**src/rtl/i2c_calc_pkg.sv**
```systemverilog
`default_nettype none
// ============================================================================
// Module      : i2c_calc_pkg
// Description : Shared definitions for the I2C calculator master and target:
//               FSM state encoding, default target address, write-phase byte
//               indices, and the SCL/SDA pull decoders used by the master.
// Revision    : 1.0  initial release
// ============================================================================
package i2c_calc_pkg;

  typedef enum logic [3:0] {
    ST_IDLE      = 4'd0,
    ST_START     = 4'd1,
    ST_WRITE_BIT = 4'd2,
    ST_WRITE_ACK = 4'd3,
    ST_RSTART    = 4'd4,
    ST_READ_BIT  = 4'd5,
    ST_READ_NACK = 4'd6,
    ST_STOP      = 4'd7,
    ST_DONE      = 4'd8
  } state_e;

  localparam logic [6:0] DEFAULT_TARGET_ADDR = 7'h2A;

  // Byte index during the write phase
  localparam logic [1:0] BYTE_ADDR_W = 2'd0;
  localparam logic [1:0] BYTE_OPA    = 2'd1;
  localparam logic [1:0] BYTE_OPB    = 2'd2;
  localparam logic [1:0] BYTE_OPCODE = 2'd3;

  // Quarter in which SDA is sampled (sample lands at start of the last one)
  localparam logic [1:0] Q_SAMPLE = 2'd2;
  localparam logic [1:0] Q_LAST   = 2'd3;

  // SCL is pulled low during the first two quarters of every clocked slot.
  function automatic logic scl_pull(input state_e st, input logic [1:0] q);
    case (st)
      ST_WRITE_BIT, ST_WRITE_ACK, ST_RSTART,
      ST_READ_BIT, ST_READ_NACK, ST_STOP: return (q < 2'd2);
      default:                            return 1'b0;
    endcase
  endfunction

  // SDA drive per slot quarter. START falls in q2, repeated START falls in
  // q3 (after SCL has been released in q2), STOP rises in q3.
  function automatic logic sda_pull(input state_e st, input logic [1:0] q,
                                    input logic bit_val);
    case (st)
      ST_START:     return (q >= 2'd2);
      ST_WRITE_BIT: return ~bit_val;
      ST_RSTART:    return (q == Q_LAST);
      ST_STOP:      return (q != Q_LAST);
      default:      return 1'b0;
    endcase
  endfunction

endpackage
`default_nettype wire

```
**src/rtl/i2c_tick_gen.sv**
```systemverilog
`default_nettype none
// ============================================================================
// Module      : i2c_tick_gen
// Description : Quarter-SCL-period tick generator. Emits a one-cycle tick
//               every CLK_DIV clocks; held at zero while clear_i is high so
//               the first quarter of a transaction is a full CLK_DIV long.
// Revision    : 1.0  initial release
// Ports       : clk_i   - system clock
//               rst_i   - asynchronous active-high reset
//               clear_i - synchronous counter clear (master idle)
//               tick_o  - one-cycle quarter-period tick
// ============================================================================
module i2c_tick_gen #(
  parameter int CLK_DIV = 25
) (
  input  logic clk_i,
  input  logic rst_i,
  input  logic clear_i,
  output logic tick_o
);

  localparam logic [7:0] C_LAST = 8'(CLK_DIV - 1);

  logic [7:0] cnt_q, cnt_d;

  assign tick_o = !clear_i && (cnt_q == C_LAST);

  always_comb begin
    cnt_d = cnt_q + 8'd1;
    if (clear_i || tick_o) cnt_d = 8'd0;
  end

  always_ff @(posedge clk_i or posedge rst_i) begin
    if (rst_i) cnt_q <= 8'd0;
    else       cnt_q <= cnt_d;
  end

endmodule
`default_nettype wire

```
**src/rtl/i2c_calc_master.sv**
```systemverilog
`default_nettype none
// ============================================================================
// Module      : i2c_calc_master
// Description : I2C master that writes operand A, operand B and an opcode to
//               a calculator target, issues a repeated START, reads back one
//               result byte, NACKs it and issues STOP.
// Revision    : 1.0  initial release
// Ports       : clk_i, rst_i          - clock, async active-high reset
//               start_i               - request pulse (sampled when idle)
//               operand_a_i/_b_i      - operands, captured on accepted start
//               opcode_i              - operation byte, captured on start
//               scl_oe_o / sda_oe_o   - 1 = pull line low, 0 = release
//               sda_i                 - sampled SDA line
//               busy_o                - transaction in progress
//               done_o                - one-cycle end-of-transaction pulse
//               ack_err_o             - a byte was not ACKed (valid w/ done)
//               result_o              - byte read from target (held)
// ============================================================================
module i2c_calc_master
  import i2c_calc_pkg::*;
#(
  parameter int         CLK_DIV     = 25,
  parameter logic [6:0] TARGET_ADDR = DEFAULT_TARGET_ADDR
) (
  input  logic       clk_i,
  input  logic       rst_i,
  input  logic       start_i,
  input  logic [7:0] operand_a_i,
  input  logic [7:0] operand_b_i,
  input  logic [7:0] opcode_i,
  output logic       scl_oe_o,
  output logic       sda_oe_o,
  input  logic       sda_i,
  output logic       busy_o,
  output logic       done_o,
  output logic       ack_err_o,
  output logic [7:0] result_o
);

  state_e     state_q, state_d;
  logic [1:0] phase_q, phase_d;       // quarter within the current slot
  logic [2:0] bit_cnt_q, bit_cnt_d;
  logic [1:0] byte_idx_q, byte_idx_d;
  logic [7:0] sr_q, sr_d;             // shared tx/rx shift register
  logic       rd_q, rd_d;             // address byte in flight is addr+R
  logic       err_q, err_d;           // a NACK was seen
  logic [7:0] opa_q, opa_d, opb_q, opb_d, opc_q, opc_d;
  logic [7:0] result_q, result_d;
  logic       ack_err_q, ack_err_d;
  logic       scl_oe_q, sda_oe_q, busy_q, done_q;
  logic       w_tick, w_clear;

  assign w_clear = (state_q == ST_IDLE) || (state_q == ST_DONE);

  i2c_tick_gen #(.CLK_DIV(CLK_DIV)) u_tick_gen (
    .clk_i   (clk_i),
    .rst_i   (rst_i),
    .clear_i (w_clear),
    .tick_o  (w_tick)
  );

  function automatic logic [7:0] byte_sel(input logic [1:0] idx,
                                          input logic [7:0] a,
                                          input logic [7:0] b,
                                          input logic [7:0] op);
    case (idx)
      BYTE_ADDR_W: return {TARGET_ADDR, 1'b0};
      BYTE_OPA:    return a;
      BYTE_OPB:    return b;
      default:     return op;
    endcase
  endfunction

  always_comb begin
    state_d    = state_q;
    phase_d    = phase_q;
    bit_cnt_d  = bit_cnt_q;
    byte_idx_d = byte_idx_q;
    sr_d       = sr_q;
    rd_d       = rd_q;
    err_d      = err_q;
    opa_d      = opa_q;
    opb_d      = opb_q;
    opc_d      = opc_q;
    result_d   = result_q;
    ack_err_d  = ack_err_q;

    case (state_q)
      ST_IDLE: begin
        if (start_i) begin
          opa_d      = operand_a_i;
          opb_d      = operand_b_i;
          opc_d      = opcode_i;
          byte_idx_d = BYTE_ADDR_W;
          sr_d       = {TARGET_ADDR, 1'b0};
          bit_cnt_d  = 3'd7;
          phase_d    = 2'd0;
          rd_d       = 1'b0;
          err_d      = 1'b0;
          state_d    = ST_START;
        end
      end

      // Start requests in this cycle are deliberately dropped.
      ST_DONE: state_d = ST_IDLE;

      default: begin
        if (w_tick) begin
          phase_d = phase_q + 2'd1;

          if (phase_q == Q_SAMPLE) begin
            if (state_q == ST_WRITE_ACK) err_d = sda_i;
            if (state_q == ST_READ_BIT)  sr_d  = {sr_q[6:0], sda_i};
          end

          if (phase_q == Q_LAST) begin
            case (state_q)
              ST_START: state_d = ST_WRITE_BIT;

              ST_WRITE_BIT: begin
                if (bit_cnt_q == 3'd0) begin
                  state_d = ST_WRITE_ACK;
                end else begin
                  bit_cnt_d = bit_cnt_q - 3'd1;
                  sr_d      = {sr_q[6:0], 1'b0};
                end
              end

              ST_WRITE_ACK: begin
                bit_cnt_d = 3'd7;
                if (err_q) begin
                  state_d = ST_STOP;
                end else if (rd_q) begin
                  state_d = ST_READ_BIT;
                end else if (byte_idx_q == BYTE_OPCODE) begin
                  state_d = ST_RSTART;
                end else begin
                  byte_idx_d = byte_idx_q + 2'd1;
                  sr_d       = byte_sel(byte_idx_q + 2'd1, opa_q, opb_q, opc_q);
                  state_d    = ST_WRITE_BIT;
                end
              end

              ST_RSTART: begin
                sr_d      = {TARGET_ADDR, 1'b1};
                rd_d      = 1'b1;
                bit_cnt_d = 3'd7;
                state_d   = ST_WRITE_BIT;
              end

              ST_READ_BIT: begin
                if (bit_cnt_q == 3'd0) state_d = ST_READ_NACK;
                else                   bit_cnt_d = bit_cnt_q - 3'd1;
              end

              ST_READ_NACK: state_d = ST_STOP;

              ST_STOP: begin
                state_d   = ST_DONE;
                ack_err_d = err_q;
                if (!err_q) result_d = sr_q;
              end

              default: state_d = ST_IDLE;
            endcase
          end
        end
      end
    endcase
  end

  always_ff @(posedge clk_i or posedge rst_i) begin
    if (rst_i) begin
      state_q    <= ST_IDLE;
      phase_q    <= 2'd0;
      bit_cnt_q  <= 3'd0;
      byte_idx_q <= 2'd0;
      sr_q       <= 8'h00;
      rd_q       <= 1'b0;
      err_q      <= 1'b0;
      opa_q      <= 8'h00;
      opb_q      <= 8'h00;
      opc_q      <= 8'h00;
      result_q   <= 8'h00;
      ack_err_q  <= 1'b0;
      scl_oe_q   <= 1'b0;
      sda_oe_q   <= 1'b0;
      busy_q     <= 1'b0;
      done_q     <= 1'b0;
    end else begin
      state_q    <= state_d;
      phase_q    <= phase_d;
      bit_cnt_q  <= bit_cnt_d;
      byte_idx_q <= byte_idx_d;
      sr_q       <= sr_d;
      rd_q       <= rd_d;
      err_q      <= err_d;
      opa_q      <= opa_d;
      opb_q      <= opb_d;
      opc_q      <= opc_d;
      result_q   <= result_d;
      ack_err_q  <= ack_err_d;
      // SCL follows the slot boundary directly; SDA is decoded from the
      // current slot so it moves one clock after SCL has gone low, keeping
      // data changes strictly inside the SCL-low window.
      scl_oe_q   <= scl_pull(state_d, phase_d);
      sda_oe_q   <= sda_pull(state_q, phase_q, sr_q[7]);
      busy_q     <= (state_d != ST_IDLE) && (state_d != ST_DONE);
      done_q     <= (state_d == ST_DONE);
    end
  end

  assign scl_oe_o  = scl_oe_q;
  assign sda_oe_o  = sda_oe_q;
  assign busy_o    = busy_q;
  assign done_o    = done_q;
  assign ack_err_o = ack_err_q;
  assign result_o  = result_q;

endmodule
`default_nettype wire

```
**config.mk**
```make
export PLATFORM = sky130hd
export DESIGN_NAME = i2c_calc_master
export DESIGN_NICKNAME = d
export VERILOG_FILES = /design/src/rtl/i2c_calc_pkg.sv /design/src/rtl/i2c_tick_gen.sv /design/src/rtl/i2c_calc_master.sv
export SDC_FILE = /design/constraint.sdc
export NUM_CORES = 1
export LEC_CHECK = 0
export ABC_AREA = 1
export ABC_CLOCK_PERIOD_IN_PS = 2150
export CAP_MARGIN = 20
export CELL_PAD_IN_SITES_DETAIL_PLACEMENT = 0
export CELL_PAD_IN_SITES_GLOBAL_PLACEMENT = 2
export CORE_MARGIN = 2
export CORE_UTILIZATION = 29
export DETAILED_ROUTE_END_ITERATION = 6
export PLACE_DENSITY = 0.79
export SYNTH_ARGS = -nofsm -noshare
export SYNTH_HDL_FRONTEND = slang
export SYNTH_SLANG_ARGS = --single-unit
```
**constraint.sdc**
```tcl
create_clock -name clk_i -period 2.15 [get_ports clk_i]
set_input_delay 0.645 -clock clk_i [delete_from_list [all_inputs] [get_ports clk_i]]
set_output_delay 0.645 -clock clk_i [all_outputs]
set_load 0.05 [all_outputs]
```
==> metrics.yaml, run 1 <==
synthesis:
  synth.most_common_cell: "nand2_1"
  ys.flop_type: "dfrtp_1"
  synth_edf_count: 0
  synth_simple_gate_area_share_pct: 35.2
  synth.yosys.warnings: 0
  syn_inst: 489
  synthMuxAreaShare_pct: 0
  synthArstFlopShare_pct: 100
  synthTopCellsByArea: "dfrtp_1 (45%), nand2_1 (21%), nand3_1 (4.7%), inv_1 (4.4%), ha_1 (3.8%)"
  syn_nets: 528
  synth.cell_area_mm2: 0.00365
  synth_area_per_cell_um2: 7.47
  synthXorXnorAreaFrac_pct: 0.240
  yosys.area_share.adder_pct: 3.77
  ys_ff_latch: 66
  synth_commonest_cells: "nand2_1 (200), dfrtp_1 (66), inv_1 (43), nand3_1 (34), nor2_1 (29)"
  synth_compound_area_share_pct: 8.63
  synth_largest_area_cell: "dfrtp_1"
  synthDominantCellAreaShare_pct: 45.2
  yosysSeqAreaShare_pct: 45.2
  synth_top_family_by_area: "simple AND/OR/NAND/NOR gates"
  netlist-cell-type-count: 33
timing:
  finalSetupViolCount: 0
  hold_violations: 0
  tightest_slew_ns: 0.490
  setup_tns_ns: 0
  period_share_pct: 98.6
  maxSlewHeadroom_pct: 67.2
  grt_setup_unrepaired: "false"
  finalMaxSlewViolations: 0
  achievable-frequency_mhz: 472
  min_period_ns: 2.12
  skew_ns: 0.00413
detailed_routing:
  drtAntennaViolNets: 0
  drtPass1Iterations: 4
  drt-total-wl_um: 9250
  viasPerCell: 4.47
  num_vias: 3167
  drtIter0Drc: 194
  wl_per_cell_um: 13.0
  drc: 0
setup_path:
  cp_slowest_stage_delay_ns: 0.80
  cpMaxStageDelayCell: "clkdlybuf4s50_1"
  path_cells: "clkdlybuf4s50_1"
  cp_max_fo: 2
  end_kind: "primary output"
  crit_family: "buffers and inverters"
  arrival_ns: 1.48
  worstPathBufferInverterCount: 1
  required_ns: 1.50
  critPathLaunchType: "flop"
  worstSetupPathType: "flop to primary output"
clock_tree:
  clk_pin_slew_ns: 0.05
  clk_latency_ns: 0.33
  cts_buffers: 9
  h-tree-depth: 3
  cts_tree: "done"
  hold_buffers: 0
  clock_sinks: 66
  cts_root_buffer: "clkbuf_16"
  clockBufferDepth: 2
outcome:
  status: "finished, final reports clean"
global_routing:
  grt_start_max_net_pins: 67
  grt_pass1_wl_um: 15700
  grtUsageTotal_pct: 15.1
  grt_pass1_vias: 3059
  antenna_found_initial: 0
  grt-ovfl-total: 0
floorplanning:
  die_x_um: 116
  die_y_um: 116
  initial_core_util_pct: 30.0
  ios: 41
  std_cell_rows: 40
  die_area_mm2: 0.0135
  core_area_mm2: 0.0122
finish:
  drive_above_1_share_pct: 13.9
  diodes: 0
  fin_nets: 575
  area_growth_pct: 25.2
  fillers: 1324
  final_util_pct: 37.6
job:
  drv_cap: 0
power:
  leakage_uw: 0.00229
  power.density_mw_per_mm2: 864
  ir_drop_uv: 298
placed_design:
  dp_hpwl_um: 6840
  place_congestion: 0.796
  io_buffers: 40
hold_path:
  hp-class: "flop to flop"
per-layer routing:
layer  global-route usage (%)  routed length (um)
met5                        0                   0
met4                     6.19                 177
met3                     2.54                 352
met2                     23.4                4200
met1                     21.0                4520
what timing repair did:
action,4_1_cts,5_1_grt
setup buffers,0,2
resized for setup,0,2
endpoints found under the setup margin,0,3
hold endpoints to repair,0,0
kinds of logic (layout without fill, tap and decap cells):
family / after synthesis / in the layout
AOI/OAI and AO/OA: 53 / 53
xor gates and xnor gates: 1 / 1
adders and majority gates: 11 / 11
buffers and inverters: 61 / 113
DFF: 66 / 66
and+or+nand+nor: 297 / 297
final timing paths:
check	from	endpoint	slack (ns)	cells after the start
max in group asynchronous	rst_i	sr_q[3]	1.11	3
max reg2reg	byte_idx_q[0]	sr_q[5]	0.22	10
min	result_o[0]	result_o[0]	0.48	2
min reg2reg	result_o[0]	result_o[0]	0.48	2
max	result_o[7]	result_o[7]	0.03	1
min in group asynchronous	rst_i	opa_q[6]	0.76	3
placed cells by master, fill, tap and decap left out, drive strengths merged, types with 3 or more instances in the layout:
cell type,netlist,routed
ha,11,11
nand3,37,37
buf,6,17
nand2,210,210
inv,50,49
dfrtp,66,66
clkbuf,4,11
o21ai,36,36
nand4,3,3
clkinvlp,0,3
nor3,6,6
clkdlybuf4s50,0,29
nor2,36,36
or2,3,3
a21oi,10,10
sequential cells by signal (all words and copies together) (netlist names):
register          flops
ack_err_o             1
sr_q                  8
sda_oe_o              1
phase_q               2
scl_oe_o              1
opc_q                 8
opb_q                 8
err_q                 1
rd_q                  1
byte_idx_q            2
opa_q                 8
bit_cnt_q             3
done_o                1
state_q               4
result_o              8
u_tick_gen.cnt_q      8
busy_o                1
layout make-up:
| cell class | count | area, um^2 | area share (%) |
|---|---|---|---|
| well taps | 168 | 210 | 4.60 |
| inverters | 51 | 199 | 4.35 |
| flip-flops and latches | 66 | 1650 | 36.1 |
| multi-input cells | 362 | 1750 | 38.2 |
| clock buffers | 11 | 243 | 5.31 |
| repair buffers | 46 | 443 | 9.69 |
| clock inverters | 5 | 77.6 | 1.70 |
power by group:
part / switching [uW] / internal, uW / total, uW
clock network: 539 / 1040 / 1580
registers: 158 / 1490 / 1650
logic: 431 / 290 / 721
total: 1130 / 2820 / 3950
through the flow:
step / setup slack (ns) / cell area, um^2 / instances / hold slack [ns] / power [uW]
after global placement: 0.0753 / 4230 / 691 / 0.463 / 2380
after detailed placement: 0.132 / 4230 / 691 / 0.465 / 2400
final: 0.0300 / 4570 / 709 / 0.480 / 3950
after floorplan: 0.492 / 3660 / 489 / 0.441 / 2150
after global routing: 0.0103 / 4570 / 709 / 0.496 / 4220
after CTS: 0.0197 / 4550 / 707 / 0.481 / 4010
No activity file was read; power rests on OpenSTA's default activity.
==> inputs of run 2 (changes only) <==
--- a/config.mk
+++ b/config.mk
@@ -14,6 +14,7 @@
 export CORE_UTILIZATION = 29
 export DETAILED_ROUTE_END_ITERATION = 6
 export PLACE_DENSITY = 0.79
+export SLEW_MARGIN = 10
 export SYNTH_ARGS = -nofsm -noshare
 export SYNTH_HDL_FRONTEND = slang
 export SYNTH_SLANG_ARGS = --single-unit
==> results of run 2 <==
The final DEF is identical to that of run 1; final timing and power are the same.
==> RTL edit 1 (flow settings as in run 1) <==
Take the reset off `sr_q`, `opa_q`, `opb_q` and `result_q` and load them in a clocked block of their own.
--- a/src/rtl/i2c_calc_master.sv
+++ b/src/rtl/i2c_calc_master.sv
@@ -175,13 +175,9 @@
       phase_q    <= 2'd0;
       bit_cnt_q  <= 3'd0;
       byte_idx_q <= 2'd0;
-      sr_q       <= 8'h00;
       rd_q       <= 1'b0;
       err_q      <= 1'b0;
-      opa_q      <= 8'h00;
-      opb_q      <= 8'h00;
       opc_q      <= 8'h00;
-      result_q   <= 8'h00;
       ack_err_q  <= 1'b0;
       scl_oe_q   <= 1'b0;
       sda_oe_q   <= 1'b0;
@@ -192,13 +188,9 @@
       phase_q    <= phase_d;
       bit_cnt_q  <= bit_cnt_d;
       byte_idx_q <= byte_idx_d;
-      sr_q       <= sr_d;
       rd_q       <= rd_d;
       err_q      <= err_d;
-      opa_q      <= opa_d;
-      opb_q      <= opb_d;
       opc_q      <= opc_d;
-      result_q   <= result_d;
       ack_err_q  <= ack_err_d;
       // SCL follows the slot boundary directly; SDA is decoded from the
       // current slot so it moves one clock after SCL has gone low, keeping
@@ -210,6 +202,13 @@
     end
   end
 
+  always_ff @(posedge clk_i) begin
+    sr_q     <= sr_d;
+    opa_q    <= opa_d;
+    opb_q    <= opb_d;
+    result_q <= result_d;
+  end
+
   assign scl_oe_o  = scl_oe_q;
   assign sda_oe_o  = sda_oe_q;
   assign busy_o    = busy_q;
Formal check against the unedited RTL: same outputs for any inputs over 10 cycles, from zero or initial values and one cycle with rst_i high; that may be too few to reach the edited logic, so the function may still have changed.
==> RTL edit 1 against run 1 <==
Combinational power rose by 4.6%. Wire length decreased by 3.5%. Core utilization is 0.26 points lower. Critical path depth unchanged. First-iteration DRC count shrank 36%. Sequential cell count is the same. Total power down 2.9%. Register-to-register slack lost 30 ps. Area after synthesis fell by 3.6%. Hold slack worse by 5.0 ps. Die area decreased by 3.5%. Cell area decreased by 2.7%. Setup slack better by 35 ps. Largest power group unchanged.
==> RTL edit 1: results (changes against run 1) <==
Status
  – Status: finished, final reports clean

Timing
  – Worst Skew: 9.166 ps (+5.036 ps)
  – Final worst-path cycle share: 97.00% (-1.6 points)

Detailed routing
  – Drt initial violations: 125 (-36%)
  – Routed WL per cell: 13.85 um (+6.1%)

Place
  – Pre-CTS setup slack: 126.2 ps (-5.815 ps)
  – Routability cong.: 0.8014 (+0.70%)
  – Post-DP HPWL: 6524 um (-4.6%)

Worst setup path
  – R2R Setup Slk: 190 ps (-30 ps)
  – Capturing point of the worst reg2reg path: sr_q[4]
  – CP arrival: 1440 ps (-40 ps)
  – Worst setup path start: result_o[5]
  – Crit Path Max Fanout: 1 (-1)
  – R2R depth: 9 (-1)

Logic synthesis
  – Area contributors post-synth: edfxtp_1 (27%), dfrtp_1 (24%), nand2_1 (15%), nand3_1 (5.5%), nor2_1 (5.2%)
  – Post-Syn Nets: 474 (-10%)
  – Synth Area in Adders: 3.910% (+0.14 points)
  – Synth unique cells: 27 (-18%)
  – Commonest cells post-synth: nand2_1 (145), nor2_1 (49), inv_1 (48), nand3_1 (39), dfrtp_1 (34)
  – Post-synthesis xor/xnor area fraction: 0.2488% (+0.0090 points)

Global route
  – Largest net degree at the start of global routing: 35 (-48%)
  – Number of global-route vias before repair: 2,808 (-8.2%)

Power
  – Cell leakage power: 2.074 nW (-9.3%)

Final layout
  – Share of post-route cells with drive strength above 1: 10.44% (-3.4 points)
  – # nets final: 532 (-7.5%)
[RTL edit 1: worst min path at each step]
stage,startpoint,endpoint,cells after the start
after floorplan,bit_cnt_q[1],bit_cnt_q[1],2
after global placement,bit_cnt_q[1],bit_cnt_q[1],2
after detailed placement,bit_cnt_q[1],bit_cnt_q[1],2
after CTS,bit_cnt_q[1],bit_cnt_q[1],2
after global routing,bit_cnt_q[1],bit_cnt_q[1],2
final,bit_cnt_q[1],bit_cnt_q[1],2
[RTL edit 1: repair_timing]
action / 4_1_cts / 5_1_grt
gates resized for setup: 0 / 1
endpoints found under the setup margin: 0 / 1
setup buffers: 0 / 0
[RTL edit 1: worst register-to-register path, stage by stage (launching register included)]
cell and delay, ps:
dfrtp_1 430, inv_1 130, ha_1 260, clkinvlp_4 260, o211ai_1 300, nand2_1 110
nand2_1 70, nand3_1 60, nand2_1 60, nand2_1 50
[RTL edit 1: kinds of logic (layout without fill, tap and decap cells)]
family / Yosys count / after routing
compound gates: 39 / 39
xor+xnor: 1 / 1
simple gates: 262 / 262
buf+inv: 56 / 119
fa+ha+maj: 11 / 11
flops: 66 / 66
[RTL edit 1: layout make-up]
type	instances	area (um^2)
fill	1255	7463
inverter	48	183.9
tap	147	183.9
sequential	66	1812
multi-input combinational	313	1480
timing repair buffer	55	500.5
clock inverter	5	55.05
clock buffer	11	232.7
[RTL edit 1: routing by layer]
| metal | vias up | wire (um) | track usage, % |
|---|---|---|---|
| li1 | 1537 | - | - |
| met1 | 1366 | 4366 | 20.15 |
| met2 | 72 | 4020 | 21.98 |
| met3 | 11 | 354 | 3.070 |
| met4 | 0 | 189 | 6.423 |
| met5 | - | 0 | 0 |
[RTL edit 1: report_power, final]
part	total, mW	internal (mW)	switching, mW
Clock	1.44	0.894	0.548
Combinational	0.754	0.305	0.449
Sequential	1.64	1.51	0.134
[RTL edit 1: metrics by stage]
stage	cells	power (mW)	util [%]	instance area (um^2)
3_5_place_dp	629	2.425	34.89	4156
3_3_place_gp	629	2.409	34.89	4156
6_report	645	3.836	37.34	4448
2_1_floorplan	435	2.152	-	3520
4_1_cts	645	3.892	37.31	4444
5_1_grt	645	4.073	37.34	4448
==> RTL edit 2 (flow settings as in run 1) <==
Made on the original files. `CLK_DIV` is set to 25 in 2 places; all go to 16.
--- a/src/rtl/i2c_tick_gen.sv
+++ b/src/rtl/i2c_tick_gen.sv
@@ -11,7 +11,7 @@
 //               tick_o  - one-cycle quarter-period tick
 // ============================================================================
 module i2c_tick_gen #(
-  parameter int CLK_DIV = 25
+  parameter int CLK_DIV = 16
 ) (
   input  logic clk_i,
   input  logic rst_i,
--- a/src/rtl/i2c_calc_master.sv
+++ b/src/rtl/i2c_calc_master.sv
@@ -19,7 +19,7 @@
 module i2c_calc_master
   import i2c_calc_pkg::*;
 #(
-  parameter int         CLK_DIV     = 25,
+  parameter int         CLK_DIV     = 16,
   parameter logic [6:0] TARGET_ADDR = DEFAULT_TARGET_ADDR
 ) (
   input  logic       clk_i,
Check against the original RTL: same outputs for any inputs over 10 cycles, from zero or initial values and one cycle with rst_i high; that may be too few to reach the edited logic, so the function may still have changed.
==> RTL edit 2 against run 1 <==
Clock power shrank 16%. Largest power group unchanged. Area after synthesis fell by 1.8%. Wire length decreased by 5.6%. Critical path type is now register to register. Largest cell class unchanged. Total power grew 14%. Sequential cell count unchanged. Critical endpoint is now bit_cnt_q[0]. Cell area down 3.2%. Setup slack better by 310 ps. Non-clock buffer count fell by 3.
==> RTL edit 2: results (changes against run 1) <==
Logic synthesis
  – Area contributors post-synth: dfrtp_1 (46%), nand2_1 (20%), inv_1 (4.1%), ha_1 (3.5%), nor2_1 (2.5%)
  – Most instantiated library cell after synthesis: nand2_1
  – Post-Syn Nets: 503 (-4.7%)
  – Commonest cells post-synth: nand2_1 (193), dfrtp_1 (66), inv_1 (39), nor2_1 (24), nand3_1 (17)
  – YS warnings: 0 (unchanged)
  – Sequential element share of the synthesized area: 46.06% (+0.84 points)
  – Ys async rst share: 100.0% (unchanged)
  – Synth unique cells: 35 (+6.1%)

Clocking
  – H-tree depth: 3 (unchanged)
  – CTS buffer count: 9 (unchanged)
  – Worst-case clock buffer depth: 2 (unchanged)
  – CTS Root Cell: clkbuf_16
  – Skew-Pair Late Insertion Delay: 340 ps
  – Clock-pin slew on the worst setup and hold paths: 50 ps (about the same)

Final layout
  – Share of post-route cells with drive strength above 1: 14.79% (+0.92 points)
  – # nets final: 547 (-4.9%)
  – Antenna diode count: 0 (unchanged)
  – FILL cells: 1,290 (-2.6%)

Global route
  – First-pass GRT wire length: 14,700 um (-6.5%)
  – All-Layer GR Usage: 14.30% (-0.80 points)
  – Initial antenna violation count: 0 (unchanged)
  – Largest net degree at the start of global routing: 67 (unchanged)
  – Number of global-route vias before repair: 2,974 (-2.8%)

Worst setup path
  – Critical Path End Type: register
  – Reg-to-reg critical path startpoint: u_tick_gen.cnt_q[0]
  – R2R Setup Slk: 340 ps (+120 ps)
  – Capturing point of the worst reg2reg path: bit_cnt_q[0]
  – CP arrival: 2030 ps (+550 ps)
  – Crit Path Max Fanout: 9 (+7)
  – Crit path launch type: register
  – Worst path slowest cell: dfrtp_1
  – Delay-heaviest family, CP: simple AND/OR/NAND/NOR gates
  – Max incr delay on CP: 370 ps (-430 ps)

Detailed routing
  – Drt initial violations: 142 (-27%)
  – Routed WL per cell: 12.80 um (-1.9%)
  – 1st-pass router iterations: 4 (unchanged)
  – Post-DRT Antenna Nets: 0 (unchanged)
  – Vias per cell: 4.383 (-1.9%)

Place
  – Routability cong.: 0.7811 (-1.8%)
  – PortBufs: 40 (unchanged)
  – Post-DP HPWL: 6302 um (-7.8%)

Status
  – Status: finished, final reports clean

Power
  – Cell leakage power: 2.264 nW (-1.1%)
  – Peak supply drop: 335.1 uV (+13%)

Timing
  – Worst Skew: 5.996 ps (+1.867 ps)
  – Worst-margin pin slew: 500.8 ps (+10.99 ps)
  – Fin. max-slew vios: 0 (unchanged)
==> RTL edit 2: cell count changes after synthesis, sizes merged, moves of 2 or more <==
cell    delta
o211ai     +5
a21boi     +2
a21oi      +2
nand2      -9
and3       +2
o21ai      -3
inv        -4
nor3       -4
nand3     -15
nor2       -3
==> RTL edit 2: routing by layer <==
layer	track usage, %	part of all wire [%]
met1	19.34	50
met2	22.55	45
met3	3.426	4.2
met4	4.739	1.4
met5	0	0
==> RTL edit 2: area by class of cell <==
| cell class | instances | area (um^2) | area share (%) |
|---|---|---|---|
| Multi-Input combinational cell | 342 | 1705 | 38.51 |
| Clock inverter | 7 | 46.29 | 1.045 |
| Clock buffer | 9 | 225.2 | 5.086 |
| Timing Repair Buffer | 43 | 407.9 | 9.212 |
| Sequential cell | 66 | 1652 | 37.30 |
| Tap cell | 168 | 210.2 | 4.747 |
| Inverter | 47 | 181.4 | 4.097 |
==> RTL edit 2: worst min-delay path by stage <==
stage / from / end / slack, ps / cells past startpoint
6_report: u_tick_gen.cnt_q[0] / u_tick_gen.cnt_q[0] / 470 / 1
4_1_cts: u_tick_gen.cnt_q[0] / u_tick_gen.cnt_q[0] / 460 / 1
3_3_place_gp: u_tick_gen.cnt_q[0] / u_tick_gen.cnt_q[0] / 450 / 1
3_5_place_dp: u_tick_gen.cnt_q[0] / u_tick_gen.cnt_q[0] / 450 / 1
2_1_floorplan: u_tick_gen.cnt_q[0] / u_tick_gen.cnt_q[0] / 430 / 1
5_1_grt: u_tick_gen.cnt_q[0] / u_tick_gen.cnt_q[0] / 470 / 1
==> RTL edit 2: report_power, final <==
group	leakage (nW)	internal (mW)	total [mW]	switching [mW]
Combinational	1.31	0.484	1.32	0.837
Clock	0.127	0.774	1.33	0.555
Sequential	0.831	1.61	1.85	0.241
Total	2.26	2.87	4.50	1.63
==> RTL edit 2: cells by family after synthesis <==
| logic type | count (synthesis) | synth area share, % |
|---|---|---|
| AND/OR/NAND/NOR | 272 | 33.39 |
| adder cells (fa/ha/maj) | 10 | 3.489 |
| AO/OA/AOI/OAI | 58 | 10.15 |
| flip-flops | 66 | 46.06 |
| XOR/XNOR | 1 | 0.2443 |
| multiplexers | 1 | 0.2791 |
| buffers and inverters | 57 | 6.385 |
==> RTL edit 2: stage by stage <==
step	worst slack, ps	area, um^2	std cells	power, mW	hold slack (ps)
2_1_floorplan	562.8	3590	465	2.804	432.9
3_3_place_gp	238.2	4154	666	3.200	447.5
3_5_place_dp	227.6	4154	666	3.208	453.1
4_1_cts	19.26	4425	682	4.569	460.4
5_1_grt	143.5	4428	682	4.856	467.0
6_report	336.0	4428	682	4.503	467.3
==> RTL edit 2: repair_timing <==
action | in CTS | in global routing
setup endpoints to repair | 0 | 1
resized for setup | 0 | 1
hold buffers | 0 | 0
